### config.mk
export PLATFORM = sky130hd
export DESIGN_NAME = alu_cmd_issuer
export DESIGN_NICKNAME = d
export VERILOG_FILES = /design/src/rtl/alu_cmd_issuer_pkg.sv /design/src/rtl/alu_cmd_fifo.sv /design/src/rtl/alu_cmd_issuer.sv
export SDC_FILE = /design/constraint.sdc
export NUM_CORES = 1
export LEC_CHECK = 0
export BUFFER_PORTS_ARGS = -buffer_cell sky130_fd_sc_hd__clkbuf_2
export CAP_MARGIN = 20
export CORE_ASPECT_RATIO = 0.5
export CORE_MARGIN = 2
export CORE_UTILIZATION = 53
export DETAILED_ROUTE_END_ITERATION = 10
export GPL_ROUTABILITY_DRIVEN = 0
export GPL_TIMING_DRIVEN = 0
export PLACE_DENSITY = 0.77
export SYNTH_ARGS = -nofsm -noshare
export SYNTH_HDL_FRONTEND = slang
export SYNTH_SLANG_ARGS = --single-unit
### constraint.sdc
create_clock -name clk -period 7.9 [get_ports clk]
set_input_delay 1.185 -clock clk [delete_from_list [all_inputs] [get_ports clk]]
set_output_delay 1.185 -clock clk [all_outputs]
set_load 0.1 [all_outputs]
### src/rtl/alu_cmd_issuer_pkg.sv
// Shared types for the ALU command issuer: command record, FSM states and
// the error code reported when the optional watchdog fires.
package alu_cmd_issuer_pkg;

  // One queued ALU command, 74 bits
  typedef struct packed {
    logic [31:0] a;
    logic [31:0] b;
    logic        sv;
    logic        op_prefix;
    logic [7:0]  op;
  } alu_cmd_t;

  typedef enum logic [1:0] {
    IDLE  = 2'd0,
    ISSUE = 2'd1,
    RESP  = 2'd2
  } issuer_state_t;

  localparam logic [7:0] ERR_TIMEOUT = 8'hFF;

endpackage

### src/rtl/alu_cmd_fifo.sv
// Small command FIFO. The head entry is visible on dout whenever the FIFO is
// non-empty, so the consumer can load it in the same cycle it pops.
// DEPTH must be a power of two so the pointers wrap naturally.
module alu_cmd_fifo
  import alu_cmd_issuer_pkg::*;
#(
  parameter int DEPTH = 4
) (
  input  logic                   clk,
  input  logic                   reset_n,
  input  logic                   push,
  input  alu_cmd_t               din,
  input  logic                   pop,
  output alu_cmd_t               dout,
  output logic                   full,
  output logic                   empty,
  output logic [$clog2(DEPTH):0] count
);

  localparam int AW = $clog2(DEPTH);
  localparam int CW = AW + 1;

  alu_cmd_t        mem_q [DEPTH];
  logic [AW-1:0]   wr_ptr_q;
  logic [AW-1:0]   rd_ptr_q;
  logic [CW-1:0]   count_q;
  logic [CW-1:0]   count_d;
  logic            push_ok;
  logic            pop_ok;

  assign full    = (count_q == CW'(DEPTH));
  assign empty   = (count_q == '0);
  assign count   = count_q;
  assign dout    = mem_q[rd_ptr_q];
  assign push_ok = push && !full;
  assign pop_ok  = pop && !empty;

  // Occupancy: simultaneous push and pop leave it unchanged
  always_comb begin
    count_d = count_q;
    unique case ({push_ok, pop_ok})
      2'b10:   count_d = count_q + 1'b1;
      2'b01:   count_d = count_q - 1'b1;
      default: count_d = count_q;
    endcase
  end

  // Pointer and occupancy registers
  always_ff @(posedge clk or negedge reset_n) begin
    if (!reset_n) begin
      wr_ptr_q <= '0;
      rd_ptr_q <= '0;
      count_q  <= '0;
    end else begin
      if (push_ok) wr_ptr_q <= wr_ptr_q + 1'b1;
      if (pop_ok)  rd_ptr_q <= rd_ptr_q + 1'b1;
      count_q <= count_d;
    end
  end

  // Entry storage; no reset needed since empty masks stale contents
  always_ff @(posedge clk) begin
    if (push_ok) mem_q[wr_ptr_q] <= din;
  end

endmodule

### src/rtl/alu_cmd_issuer.sv
// Command-side front end for the tiny ALU: buffers commands, issues them one
// at a time with start held until done, and returns the ALU response on a
// valid/ready channel.
// Optional macro ISSUER_TIMEOUT_EN adds a watchdog (TIMEOUT_CYCLES parameter
// and sticky timeout_seen output) that aborts a command the ALU never answers.
module alu_cmd_issuer
  import alu_cmd_issuer_pkg::*;
#(
  parameter int DEPTH = 4
`ifdef ISSUER_TIMEOUT_EN
  , parameter int TIMEOUT_CYCLES = 64
`endif
) (
  input  logic                   clk,
  input  logic                   reset_n,
  input  logic                   cmd_valid,
  output logic                   cmd_ready,
  input  logic [31:0]            cmd_a,
  input  logic [31:0]            cmd_b,
  input  logic                   cmd_sv,
  input  logic                   cmd_op_prefix,
  input  logic [7:0]             cmd_op,
  output logic                   start,
  output logic [7:0]             op,
  output logic [31:0]            A,
  output logic [31:0]            B,
  output logic                   sv,
  output logic                   op_prefix,
  input  logic                   done,
  input  logic [63:0]            result,
  input  logic [7:0]             err,
  input  logic                   gp,
  output logic                   rsp_valid,
  input  logic                   rsp_ready,
  output logic [63:0]            rsp_result,
  output logic [7:0]             rsp_err,
  output logic                   rsp_gp,
  output logic                   busy,
  output logic [$clog2(DEPTH):0] count
`ifdef ISSUER_TIMEOUT_EN
  , output logic                 timeout_seen
`endif
);

  issuer_state_t state_q;
  logic          start_q;
  logic [7:0]    op_q;
  logic [31:0]   a_q;
  logic [31:0]   b_q;
  logic          sv_q;
  logic          op_prefix_q;
  logic          rsp_valid_q;
  logic [63:0]   rsp_result_q;
  logic [7:0]    rsp_err_q;
  logic          rsp_gp_q;

  alu_cmd_t      fifo_din;
  alu_cmd_t      fifo_dout;
  logic          fifo_full;
  logic          fifo_empty;
  logic          fifo_push;
  logic          fifo_pop;

`ifdef ISSUER_TIMEOUT_EN
  localparam int TW = $clog2(TIMEOUT_CYCLES + 1);
  logic [TW-1:0] timer_q;
  logic          timeout_seen_q;
  assign timeout_seen = timeout_seen_q;
`endif

  // cmd_ready looks only at occupancy and is forced low while in reset
  assign cmd_ready = reset_n && !fifo_full;
  assign fifo_push = cmd_valid && cmd_ready;
  assign fifo_pop  = (state_q == IDLE) && !fifo_empty;
  assign busy      = (state_q != IDLE) || !fifo_empty;

  // Pack the incoming command for the FIFO
  always_comb begin
    fifo_din           = '0;
    fifo_din.a         = cmd_a;
    fifo_din.b         = cmd_b;
    fifo_din.sv        = cmd_sv;
    fifo_din.op_prefix = cmd_op_prefix;
    fifo_din.op        = cmd_op;
  end

  alu_cmd_fifo #(.DEPTH(DEPTH)) u_fifo (
    .clk     (clk),
    .reset_n (reset_n),
    .push    (fifo_push),
    .din     (fifo_din),
    .pop     (fifo_pop),
    .dout    (fifo_dout),
    .full    (fifo_full),
    .empty   (fifo_empty),
    .count   (count)
  );

  // Issuer FSM: pop and issue, hold start until done, hold response until taken
  always_ff @(posedge clk or negedge reset_n) begin
    if (!reset_n) begin
      state_q      <= IDLE;
      start_q      <= 1'b0;
      op_q         <= '0;
      a_q          <= '0;
      b_q          <= '0;
      sv_q         <= 1'b0;
      op_prefix_q  <= 1'b0;
      rsp_valid_q  <= 1'b0;
      rsp_result_q <= '0;
      rsp_err_q    <= '0;
      rsp_gp_q     <= 1'b0;
`ifdef ISSUER_TIMEOUT_EN
      timer_q        <= '0;
      timeout_seen_q <= 1'b0;
`endif
    end else begin
      unique case (state_q)
        IDLE: begin
          if (!fifo_empty) begin
            a_q         <= fifo_dout.a;
            b_q         <= fifo_dout.b;
            sv_q        <= fifo_dout.sv;
            op_prefix_q <= fifo_dout.op_prefix;
            op_q        <= fifo_dout.op;
            start_q     <= 1'b1;
            state_q     <= ISSUE;
`ifdef ISSUER_TIMEOUT_EN
            timer_q     <= '0;
`endif
          end
        end
        ISSUE: begin
          if (done) begin
            rsp_result_q <= result;
            rsp_err_q    <= err;
            rsp_gp_q     <= gp;
            rsp_valid_q  <= 1'b1;
            start_q      <= 1'b0;
            state_q      <= RESP;
          end
`ifdef ISSUER_TIMEOUT_EN
          else if (timer_q == TW'(TIMEOUT_CYCLES - 1)) begin
            rsp_result_q   <= '0;
            rsp_err_q      <= ERR_TIMEOUT;
            rsp_gp_q       <= 1'b0;
            rsp_valid_q    <= 1'b1;
            start_q        <= 1'b0;
            state_q        <= RESP;
            timeout_seen_q <= 1'b1;
          end else begin
            timer_q <= timer_q + 1'b1;
          end
`endif
        end
        RESP: begin
          if (rsp_ready) begin
            rsp_valid_q <= 1'b0;
            state_q     <= IDLE;
          end
        end
        default: state_q <= IDLE;
      endcase
    end
  end

  assign start      = start_q;
  assign op         = op_q;
  assign A          = a_q;
  assign B          = b_q;
  assign sv         = sv_q;
  assign op_prefix  = op_prefix_q;
  assign rsp_valid  = rsp_valid_q;
  assign rsp_result = rsp_result_q;
  assign rsp_err    = rsp_err_q;
  assign rsp_gp     = rsp_gp_q;

endmodule

**Word level (Yosys, flattened, before mapping)**

Memory sizes are Yosys's and may differ from the RTL's. A register that Yosys moved wholly into a read port is not among the register bits.
Index checks and enable logic that the tools add are counted.

- Latch bits: 0
- Register bits after elaboration: 84
- ROM bits: 0
- Bits in writable memories: 296
- Memories kept: 1
- Word-level logic and storage cells: 56

Memory list:

| name | depth | bits a word | rd ports | clocked after Yosys merged registers in | wr ports | line | source |
|---|---|---|---|---|---|---|---|
| u_fifo.mem_q | 4 | 74 | 1 | 1 | 1 | alu_cmd_fifo.sv:23 | `alu_cmd_t mem_q [DEPTH];` |

- Reduce and logical (&&, ||, !) cells: 20
- Bitwise operators: 1
- Order comparisons: 0
- Equal/unequal tests: 8
- Add/sub/neg operators: 4
- Shift operators: 0
- Multipliers: 0
- Divide/modulo/power cells: 0
- Multiplexer cells: 13

Operators with widths:

| operator | number |
|---|---|
| AND reduction 3 bit | 3 |
| nonzero test 2 bit | 4 |
| 2-to-1 mux 1 bit | 6 |
| 2-to-1 mux 2 bit | 3 |
| inequality test 2 bit (second input constant) | 3 |
| one-hot mux 2 bit (3 select lines) | 1 |
| one-hot mux 3 bit (2 select lines) | 1 |
| logical AND 1 bit | 5 |
| adder 2 x 1 -> 2 bit (second input constant) | 2 |
| equality test 2 x 1 -> 1 bit (second input constant) | 2 |
| equality test 2 bit (second input constant) | 2 |
| one-hot mux 1 bit (2 select lines) | 2 |
| AND reduction 2 bit | 2 |
| adder 3 x 1 -> 3 bit (second input constant) | 1 |
| equality test 3 bit (second input constant) | 1 |
| zero test 1 bit | 3 |
| zero test 3 bit | 1 |
| subtractor 3 x 1 -> 3 bit (second input constant) | 1 |
| zero test 2 bit | 1 |
| logical OR 1 bit | 1 |
| NOT 1 bit | 1 |

**Longest topological paths before layout**

Gate-level depths: netlist of run 1.

- Depth after elaboration: 7
- Gate-level depth with buffers: 11
- Mapped depth without buffers: 9

**Hierarchy**

A second synthesis of run 1 with hierarchy kept.

- Cells, all modules: 757
- Area, all modules: 17,035.1 sq um

Modules (own cells, without submodules):

| module | cells each | area each (sq um) | instances |
|---|---|---|---|
| alu_cmd_fifo | 424 | 11,140.7 | 1 |
| alu_cmd_issuer | 333 | 5,894.4 | 1 |

**Worst setup path before layout of run 1**

OpenSTA, ideal clock, no wires.

- Path type: input to register
- Start: input port cmd_valid
- End: memory u_fifo.mem_q[0][0] (netlist name) (enable)
- Buffers on the path: 0
- Setup time: 440 ps
- Setup slack: 4,243 ps
- Arrival time: 3,216 ps
- Stages on the path: 2
- Path through: o311a_1 > and2_1

- Cells in the longest elaborated chain, start to end: 4

Ends and longest elaborated chain:

| what | line | source |
|---|---|---|
| start, declared | alu_cmd_issuer.sv:16 | `input logic cmd_valid,` |
| logical AND 1 bit | alu_cmd_issuer.sv:73 | `assign fifo_push = cmd_valid && cmd_ready;` |
| logical AND 1 bit | alu_cmd_fifo.sv:35 | `assign push_ok = push && !full;` |
| 2-to-1 mux 1 bit | alu_cmd_fifo.sv:63 | `if (push_ok) mem_q[wr_ptr_q] <= din;` |
| 2-to-1 mux 1 bit (not written as such) | alu_cmd_fifo.sv:63 |  |
| end, declared | alu_cmd_fifo.sv:23 |  |

No other way between the ends.

**Worst setup path after layout of run 1**

- Start: input port reset_n
- End: output port cmd_ready

- Cells in the longest elaborated chain, start to end: 1

Ends and longest elaborated chain:

| what | line | source |
|---|---|---|
| start, declared | alu_cmd_issuer.sv:15 | `input logic reset_n,` |
| logical AND 1 bit | alu_cmd_issuer.sv:72 | `assign cmd_ready = reset_n && !fifo_full;` |
| end, declared | alu_cmd_issuer.sv:17 | `output logic cmd_ready,` |

No other way between the ends.

==> metrics, run 1 <==
clk slew on worst S/H paths=0.06 ns; critical path type=input port to output pin; largest net degree at the start of global routing=83; CORE AREA=30600 um2; Final Worst Setup Slack=approximately 4.2 ns; CTS sink cnt=454; Fin. Hold Viols=0; most common cell in the synthesized netlist=edfxtp_1; first-pass GRT wire length=49.8 mm; synthesis-to-layout area growth=20.9%; hold worst-path end=rsp_result[24]; initial antenna violation count=1; Hold/Removal Path Class=register to register; syn nets=912; startpoint type of the worst setup path=input port; GRT Residual Overflow=0; register area share after synthesis=0.770; RSZ-0062 raised after global routing=no; Data required, critical path=6.71 ns; EDFF count, synth=296; end of the worst register-to-register path=u_fifo.count[2]; worst-path fanout max=82; CP peak stage delay=0.56 ns; final setup violation count=0; Slew @ Worst Pin=0.771 ns; Synth Register Bits=454; Fill cells=2091; clock skew=0.0239 ns; critical path endpoint category=output pin; fin crit share=0.472; Slew Limit Headroom=0.486; Syn Area/Cell=22.1 um2; Max-Cap Viols=0; share of flip-flops with an asynchronous set or reset=0.348; first-pass iteration count of the detailed router=5; setup bufs post-CTS=0; TNS Setup=0 ns; R2R Path Start=u_fifo.count[1]; final net count=1262; Antenna Nets Post-Route=0; CTS root buf=clkbuf_16; DRT iter0 DRCs=524; Total Wirelength=32.9 mm; Tmin final=3.73 ns; initial core utilization=0.545; pre-CTS setup slack=a little over 4 ns; Unique masters post-synth=26; DRC Markers=0; Total GRT Usage=0.202; top cells by area, synth=edfxtp_1, dfrtp_1, mux2_2; status=finished clean; CTS max path bufs=3; HP Start=rsp_result[24]; main flop type after synthesis=edfxtp_1; Crit-path slowest cell=clkbuf_8; die area=33000 um2; Synth top area share=0.533; CP Cell Sequence=clkbuf_8, o31a_1, clkbuf_2; Hold Path Cell Cnt=1; FMAX=268 MHz; r2r setup slk=around 5.2 ns; Port Buffers=305; io pins=~310; clock latency at the later pin of the worst-skew pair=0.54 ns; TritonCTS Buffers=38; mean routed wirelength per cell=21.1 um; CTS tree=yes; Vias/cell=5.31; post-synthesis cell count=754; max-slew violation count=0; layout cell share with drive strength beyond 1=0.545; # rows=45; vias post-DR=8280; synthesized area=16700 um2; Reg2Reg Depth=11; die height=129 um; CP Data Arrival Time=2.55 ns; Yosys warnings=0; Die W=255 um; Hold Buf Count CTS=0; top cells by count, synth=edfxtp_1, dfrtp_1, mux2_2, mux4_2, buf_2; vias in the first global route=8758; CTS HTree Levels=2; Detail Placement HPWL=21.6 mm; PostCTS Resize Cnt=0; area leader, netlist=edfxtp_1
per-stage QoR:
stage	util	area [um2]	hold slack (ns)	std cells
detailed placement	0.617	18900	0.492	1487
CTS	0.658	20200	0.507	1557
finish	0.658	20200	0.504	1558
global placement	0.612	18700	0.467	1482
floorplan	-	16700	0.499	754
global route	0.658	20200	0.517	1558
worst max path at each step:
stage	from	endpoint	slack, ns	cells after the start
after floorplan	cmd_valid	u_fifo.mem_q[0][0]	4.24	2
after global placement	reset_n	u_fifo.mem_q[0][52]	-0.83	3
after detailed placement	reset_n	cmd_ready	4.14	3
after CTS	reset_n	cmd_ready	4.14	3
after global routing	reset_n	cmd_ready	4.04	3
final	reset_n	cmd_ready	4.17	3
state kept, by name, summed over array words and instances (netlist names):
register	flops
B	32
u_fifo.count	3
sv	1
A	32
rsp_err	8
op_prefix	1
u_fifo.rd_ptr_q	2
start	1
rsp_gp	1
u_fifo.wr_ptr_q	2
state_q	2
rsp_result	64
rsp_valid	1
op	8
u_fifo.mem_q	296
layer usage:
metal,routed length [um],vias to the layer above,track usage
li1,-,3681,-
met1,13500,4354,0.259
met2,17100,196,0.359
met3,1610,49,0.0408
met4,644,0,0.0519
met5,0,-,0
logic make-up after synthesis:
group	synth area share
buf+inv	0.0140
flops	0.770
fa+ha+maj	0.00495
simple gates	0.00525
xor+xnor	0.00315
mux	0.200
compound gates	0.00292
cell type report:
| type | instances | area (um2) | area share |
|---|---|---|---|
| Multi-Input combinational cell | 258 | 3610 | 0.179 |
| Buffer | 33 | 200 | 0.00993 |
| Clock inverter | 19 | 163 | 0.00807 |
| Inverter | 9 | 33.8 | 0.00168 |
| Clock buffer | 51 | 1100 | 0.0548 |
| Tap cell | 423 | 529 | 0.0262 |
| Timing Repair Buffer | 310 | 1670 | 0.0830 |
| Antenna cell | 1 | 2.50 | 0.000124 |
| Sequential cell | 454 | 12800 | 0.637 |
cell usage in the layout (no fill, tap or decap), types with 2 or more instances in the layout:
cell type,instances
buf_2,15
ha_1,5
clkbuf_2,305
nand2_1,3
and2_4,4
clkinv_2,10
xnor2_1,5
nor2_1,2
or3_1,2
clkinv_1,6
o21ai_0,5
inv_1,9
edfxtp_1,296
bufinv_16,3
mux2_2,148
buf_16,5
dfrtp_1,158
buf_6,7
clkbuf_16,42
nand2b_1,2
clkbuf_8,3
clkbuf_1,16
mux4_2,74
critical path: cells and delay by family:
kind            cells  cell delay [ns]
compound gates      1             0.24
buf+inv             2             1.02
Power of run 1 is left out: the tool's default activity adds up to more than one toggle a clock period on the data nets, which glitch-free logic cannot reach.
==> run 2: changes to the inputs <==
- clock period: 7.9 -> 3.55 ns (I/O delays scaled with it)
==> run 2 against run 1 <==
  * Die area unchanged
  * Core utilization up 0.094 points
  * Global-route usage about the same
  * Critical path type is now register to output pin
  * Count of clock-buffer cells in the layout up 1
  * Critical endpoint is now busy
  * Register-to-register slack worse by 4.4 ns
  * Setup slack worse by 3.4 ns
  * First-iteration DRC count up 4.4%
  * Worst hold slack worse by 0.44 ns
==> metrics, run 2 (same netlist as run 1, synthesis figures left out) <==
Slew @ Worst Pin=0.814 ns (+0.0434 ns); Data required, critical path=3.02 ns (-3.69 ns); critical path endpoint category=output pin; Crit path top cell by count=or3_1; Detail Placement HPWL=21.8 mm (+0.79%); Fill cells=2103 (+0.57%); TritonCTS Buffers=39 (+2.6%); Port Buffers=305 (unchanged); Slew Limit Headroom=0.457 (-0.0289); CP peak stage delay=0.50 ns (-0.06 ns); clock skew=0.0178 ns (-0.00608 ns); max-slew violation count=0 (unchanged); R2R Path Start=u_fifo.count[1]; CTS HTree Levels=2 (unchanged); largest net degree at the start of global routing=89 (+7.2%); Die W=255 um (unchanged); Largest register FFs=296 (unchanged); end of the worst register-to-register path=u_fifo.count[1]; die area=33000 um2 (unchanged); fin crit share=0.770; Fin. Hold Viols=0 (unchanged); worst-path fanout max=6 (-93%); first-pass iteration count of the detailed router=4 (-1); Antenna Nets Post-Route=0 (unchanged); setup bufs post-CTS=0 (unchanged); # rows=45 (unchanged); PostCTS Resize Cnt=0 (unchanged); pre-CTS setup slack=0.425 ns (-3.72 ns); vias post-DR=8308 (+0.34%); Total GRT Usage=0.203 (+0.000301); io pins=306 (unchanged); most frequent cells in the layout=clkbuf_2, edfxtp_1, dfrtp_1; CTS sink cnt=454 (unchanged); RSZ-0062 raised after global routing=no; leading cell type in the layout, fill and taps excluded=clkbuf_2; CTS root buf=clkbuf_16; vias in the first global route=8859 (+1.2%); clk slew on worst S/H paths=0.07 ns (about the same); FMAX=366 MHz; initial core utilization=0.545 (unchanged); r2r setup slk=0.86 ns (-4.35 ns); GRT Residual Overflow=0 (unchanged); die height=129 um (unchanged); Max-Cap Viols=0 (unchanged); Tmin final=between 2 and 3 ns; DRC Markers=0 (unchanged); clock latency at the later pin of the worst-skew pair=0.54 ns (about the same); Hold/Removal Path Class=input port to asynchronous set/reset pin; synthesis-to-layout area growth=21.0%; Final Worst Setup Slack=0.818 ns (-3.35 ns); status=finished clean; Worst Setup SP=u_fifo.count[1]; critical path type=register to output pin; Crit-path slowest cell=or3_1; Vias/cell=5.34 (+0.40%); DRT iter0 DRCs=547 (+4.4%); mean routed wirelength per cell=21.3 um (+0.88%); final net count=1263 (+0.079%); Reg with most FFs=u_fifo.mem_q; Hold Buf Count CTS=0 (unchanged); CTS max path bufs=3 (unchanged); CORE AREA=30600 um2 (unchanged); CP Cell Sequence=or3_1, or3_1, clkbuf_2; layout cell share with drive strength beyond 1=0.545 (about the same); initial antenna violation count=1 (unchanged); final setup violation count=0 (unchanged); CTS tree=yes; Reg2Reg Depth=9 (-2); CP Data Arrival Time=2.20 ns (-0.35 ns); startpoint type of the worst setup path=register; Total Wirelength=33.1 mm (+0.82%); first-pass GRT wire length=49.8 mm (about the same)
==> run 2: final cells by class <==
type | count | area, um2 | share of cell area
antenna | 1 | 2.50 | 0.000124
timing repair buffer | 310 | 1660 | 0.0821
clock inverter | 17 | 251 | 0.0125
buffer | 33 | 200 | 0.00991
sequential | 454 | 12800 | 0.636
tap | 423 | 529 | 0.0262
inverter | 9 | 33.8 | 0.00167
clock buffer | 52 | 1060 | 0.0525
multi-input combinational | 258 | 3610 | 0.179
==> run 2: worst max path at each step <==
stage | endpoint | slack [ns] | cells after the start
global placement | u_fifo.mem_q[0][46] | -3.06 | 3
global route | busy | 0.70 | 3
CTS | busy | 0.76 | 3
floorplan | u_fifo.mem_q[0][0] | 0.80 | 2
finish | busy | 0.82 | 3
detailed placement | u_fifo.mem_q[1][60] | 0.42 | 4
==> run 2: routing by layer <==
| layer | up-vias | track usage | share of wire |
|---|---|---|---|
| met5 | - | 0 | 0 |
| met4 | 0 | 0.0519 | 0.018 |
| met3 | 42 | 0.0376 | 0.042 |
| met2 | 195 | 0.374 | 0.54 |
| met1 | 4385 | 0.249 | 0.40 |
| li1 | 3686 | - | - |
==> run 2: worst max-delay path, delay by kind of cell, from the launching register on <==
| family | cells | cell delay, ns |
|---|---|---|
| buffers and inverters | 1 | 0.38 |
| flip-flops | 1 | 0.44 |
| AND/OR/NAND/NOR | 2 | 0.85 |
==> run 2: through the flow <==
step,instances,utilization,TNS (ns),hold WS [ns],cell area [um2]
6_report,1557,0.659,0,0.0682,20200
3_3_place_gp,1482,0.612,-1085.44,0.469,18700
2_1_floorplan,754,-,0,0.237,16700
5_1_grt,1557,0.659,0,0.123,20200
4_1_cts,1556,0.659,0,0.0998,20200
3_5_place_dp,1487,0.616,0,0.475,18900
Power of run 2 is left out for the same reason.
==> run 3: changes to the inputs <==
- clock period: 3.55 -> 2.77 ns (I/O delays scaled with it)
==> run 3 against run 2 <==
  * Clock skew shrank 0.0016 ns
  * Via count grew 0.47%
  * Setup slack lost 0.63 ns
  * Count of clock-buffer cells in the layout is the same
  * Cell count grew 0.13%
  * Sequential share of layout area shrank 0.17 points
  * Die area is the same
  * Global-route usage grew 0.092 points
  * Register-to-register slack lost 0.65 ns
  * First-iteration DRC count is the same
  * Sequential cell count is the same
  * Final area grew 0.27%
  * Critical path type is now input port to register
  * Largest cell class unchanged
  * Highest routed layer unchanged
==> metrics, run 3 (same netlist as run 1, synthesis figures left out) <==
Data required, critical path=3.00 ns (-0.02 ns); R2R Path Start=state_q[0]; CTS max path bufs=3 (unchanged); met3 usage=0.0376 (unchanged); synthesis-to-layout area growth=21.4%; r2r setup slk=0.21 ns (-0.65 ns); fin crit share=0.930; grt met1 use=0.251 (+0.00117); Detail Placement HPWL=21.8 mm (unchanged); max-slew violation count=0 (unchanged); CP peak stage delay=0.69 ns (+0.19 ns); clk slew on worst S/H paths=0.07 ns (about the same); CP Data Arrival Time=2.80 ns (+0.60 ns); Die W=255 um (unchanged); RSZ-0062 raised after global routing=no; pre-CTS setup slack=-0.238 ns (-0.663 ns); io pins=306 (unchanged); vias post-DR=8347 (+0.47%); CP delay by family, top=buffers and inverters; clock latency at the later pin of the worst-skew pair=0.54 ns (about the same); Fill cells=2093 (-0.48%); CTS sink cnt=454 (unchanged); GRT Max-Usage Layer=met2; Worst Setup SP=reset_n; initial antenna violation count=1 (unchanged); Slew @ Worst Pin=0.745 ns (-0.0691 ns); Final Worst Setup Slack=0.193 ns (-0.625 ns); clock skew=0.0162 ns (-0.00161 ns); area of the multi-input gates=3620 um2 (+0.28%); mean routed wirelength per cell=21.4 um (+0.50%); Largest register FFs=296 (unchanged); CTS tree=yes; Slew Limit Headroom=0.503 (+0.0461); initial core utilization=0.545 (unchanged); CTS HTree Levels=2 (unchanged); most frequent cells in the layout=clkbuf_2, edfxtp_1, dfrtp_1; # rows=45 (unchanged); Tmin final=2.58 ns; Hold/Removal Path Class=input port to register; Reg area=12800 um2 (unchanged); worst-path fanout max=52 (+46); Vias/cell=5.35 (+0.34%); CP Cell Sequence=dlygate4sd3_1, buf_12, o311a_1, and2_4, buf_12; vias in the first global route=8876 (+0.19%); met2 GRT Util=0.376 (+0.00192); Total Wirelength=33.3 mm (+0.63%); die height=129 um (unchanged); CORE AREA=30600 um2 (unchanged); largest net degree at the start of global routing=74 (-17%); critical path endpoint category=register; Antenna Nets Post-Route=0 (unchanged); end of the worst register-to-register path=u_fifo.count[2]; leading cell type in the layout, fill and taps excluded=clkbuf_2; layout cell share with drive strength beyond 1=0.546 (+0.000801); startpoint type of the worst setup path=input port; Crit-path slowest cell=and2_4; final net count=1265 (+0.16%); Fin. Hold Viols=0 (unchanged); CTS root buf=clkbuf_16; TritonCTS Buffers=39 (unchanged); status=finished clean; DRT iter0 DRCs=547 (unchanged); Reg with most FFs=u_fifo.mem_q; Port Buffers=305 (unchanged); die area=33000 um2 (unchanged); FMAX=388 MHz; CP bufs+invs=3 (+2); Max-Cap Viols=0 (unchanged); GRT Residual Overflow=0 (unchanged); first-pass GRT wire length=50.0 mm (+0.32%); critical path type=input port to register; final setup violation count=0 (unchanged); Worst Setup EP=u_fifo.mem_q[1][58]; first-pass iteration count of the detailed router=4 (unchanged); Reg2Reg Depth=11 (+2); DRC Markers=0 (unchanged); Total GRT Usage=0.203 (+0.000923); Crit path depth=5 (+2); Crit path top cell by count=buf_12; setup bufs post-CTS=0 (unchanged)
run 3: worst min-delay path by stage:
stage,from,endpoint,slack [ns],cells past startpoint
2_1_floorplan,reset_n,A[0],0.12,0
3_3_place_gp,start,start,0.47,2
3_5_place_dp,start,start,0.47,2
4_1_cts,cmd_a[1],u_fifo.mem_q[0][43],0.07,1
5_1_grt,cmd_b[25],u_fifo.mem_q[0][35],0.07,1
6_report,cmd_a[22],u_fifo.mem_q[1][64],0.09,1
run 3: routing by layer:
layer  wire length [um]  up-vias
met5                  0        -
met4                633        0
met3               1490       44
met2              18000      206
met1              13200     4411
li1                   -     3686
run 3: through the flow:
stage / hold slack, ns / util / setup TNS [ns] / instance area (um2) / cells
floorplan: 0.120 / - / 0 / 16700 / 754
global placement: 0.469 / 0.612 / -1390.30 / 18700 / 1482
detailed placement: 0.475 / 0.616 / -17.43 / 18900 / 1487
CTS: 0.0669 / 0.660 / 0 / 20200 / 1558
global route: 0.0749 / 0.661 / 0 / 20200 / 1559
finish: 0.0944 / 0.661 / 0 / 20200 / 1559
run 3: worst reg2reg max path: cells and delay by family (launching register included):
kind	cells	cell delay, ns
buffers and inverters	4	0.55
flip-flops	1	0.43
adder cells (fa/ha/maj)	2	0.54
XOR/XNOR	2	0.29
AND/OR/NAND/NOR	3	0.67
run 3: repair_timing:
action                     4_1_cts  5_1_grt
hold buffers                     2        0
hold endpoints to repair        37        0
gates resized for setup          0        4
setup endpoints to repair        0       61
run 3: area by class of cell:
type                       instances  area share
multi-input combinational        258       0.179
clock buffer                      52      0.0523
inverter                           9     0.00167
tap                              423      0.0261
antenna                            1    0.000124
sequential                       454       0.634
timing repair buffer             312      0.0840
buffer                            33     0.00989
clock inverter                    17      0.0124
Power of run 3 is left out for the same reason.
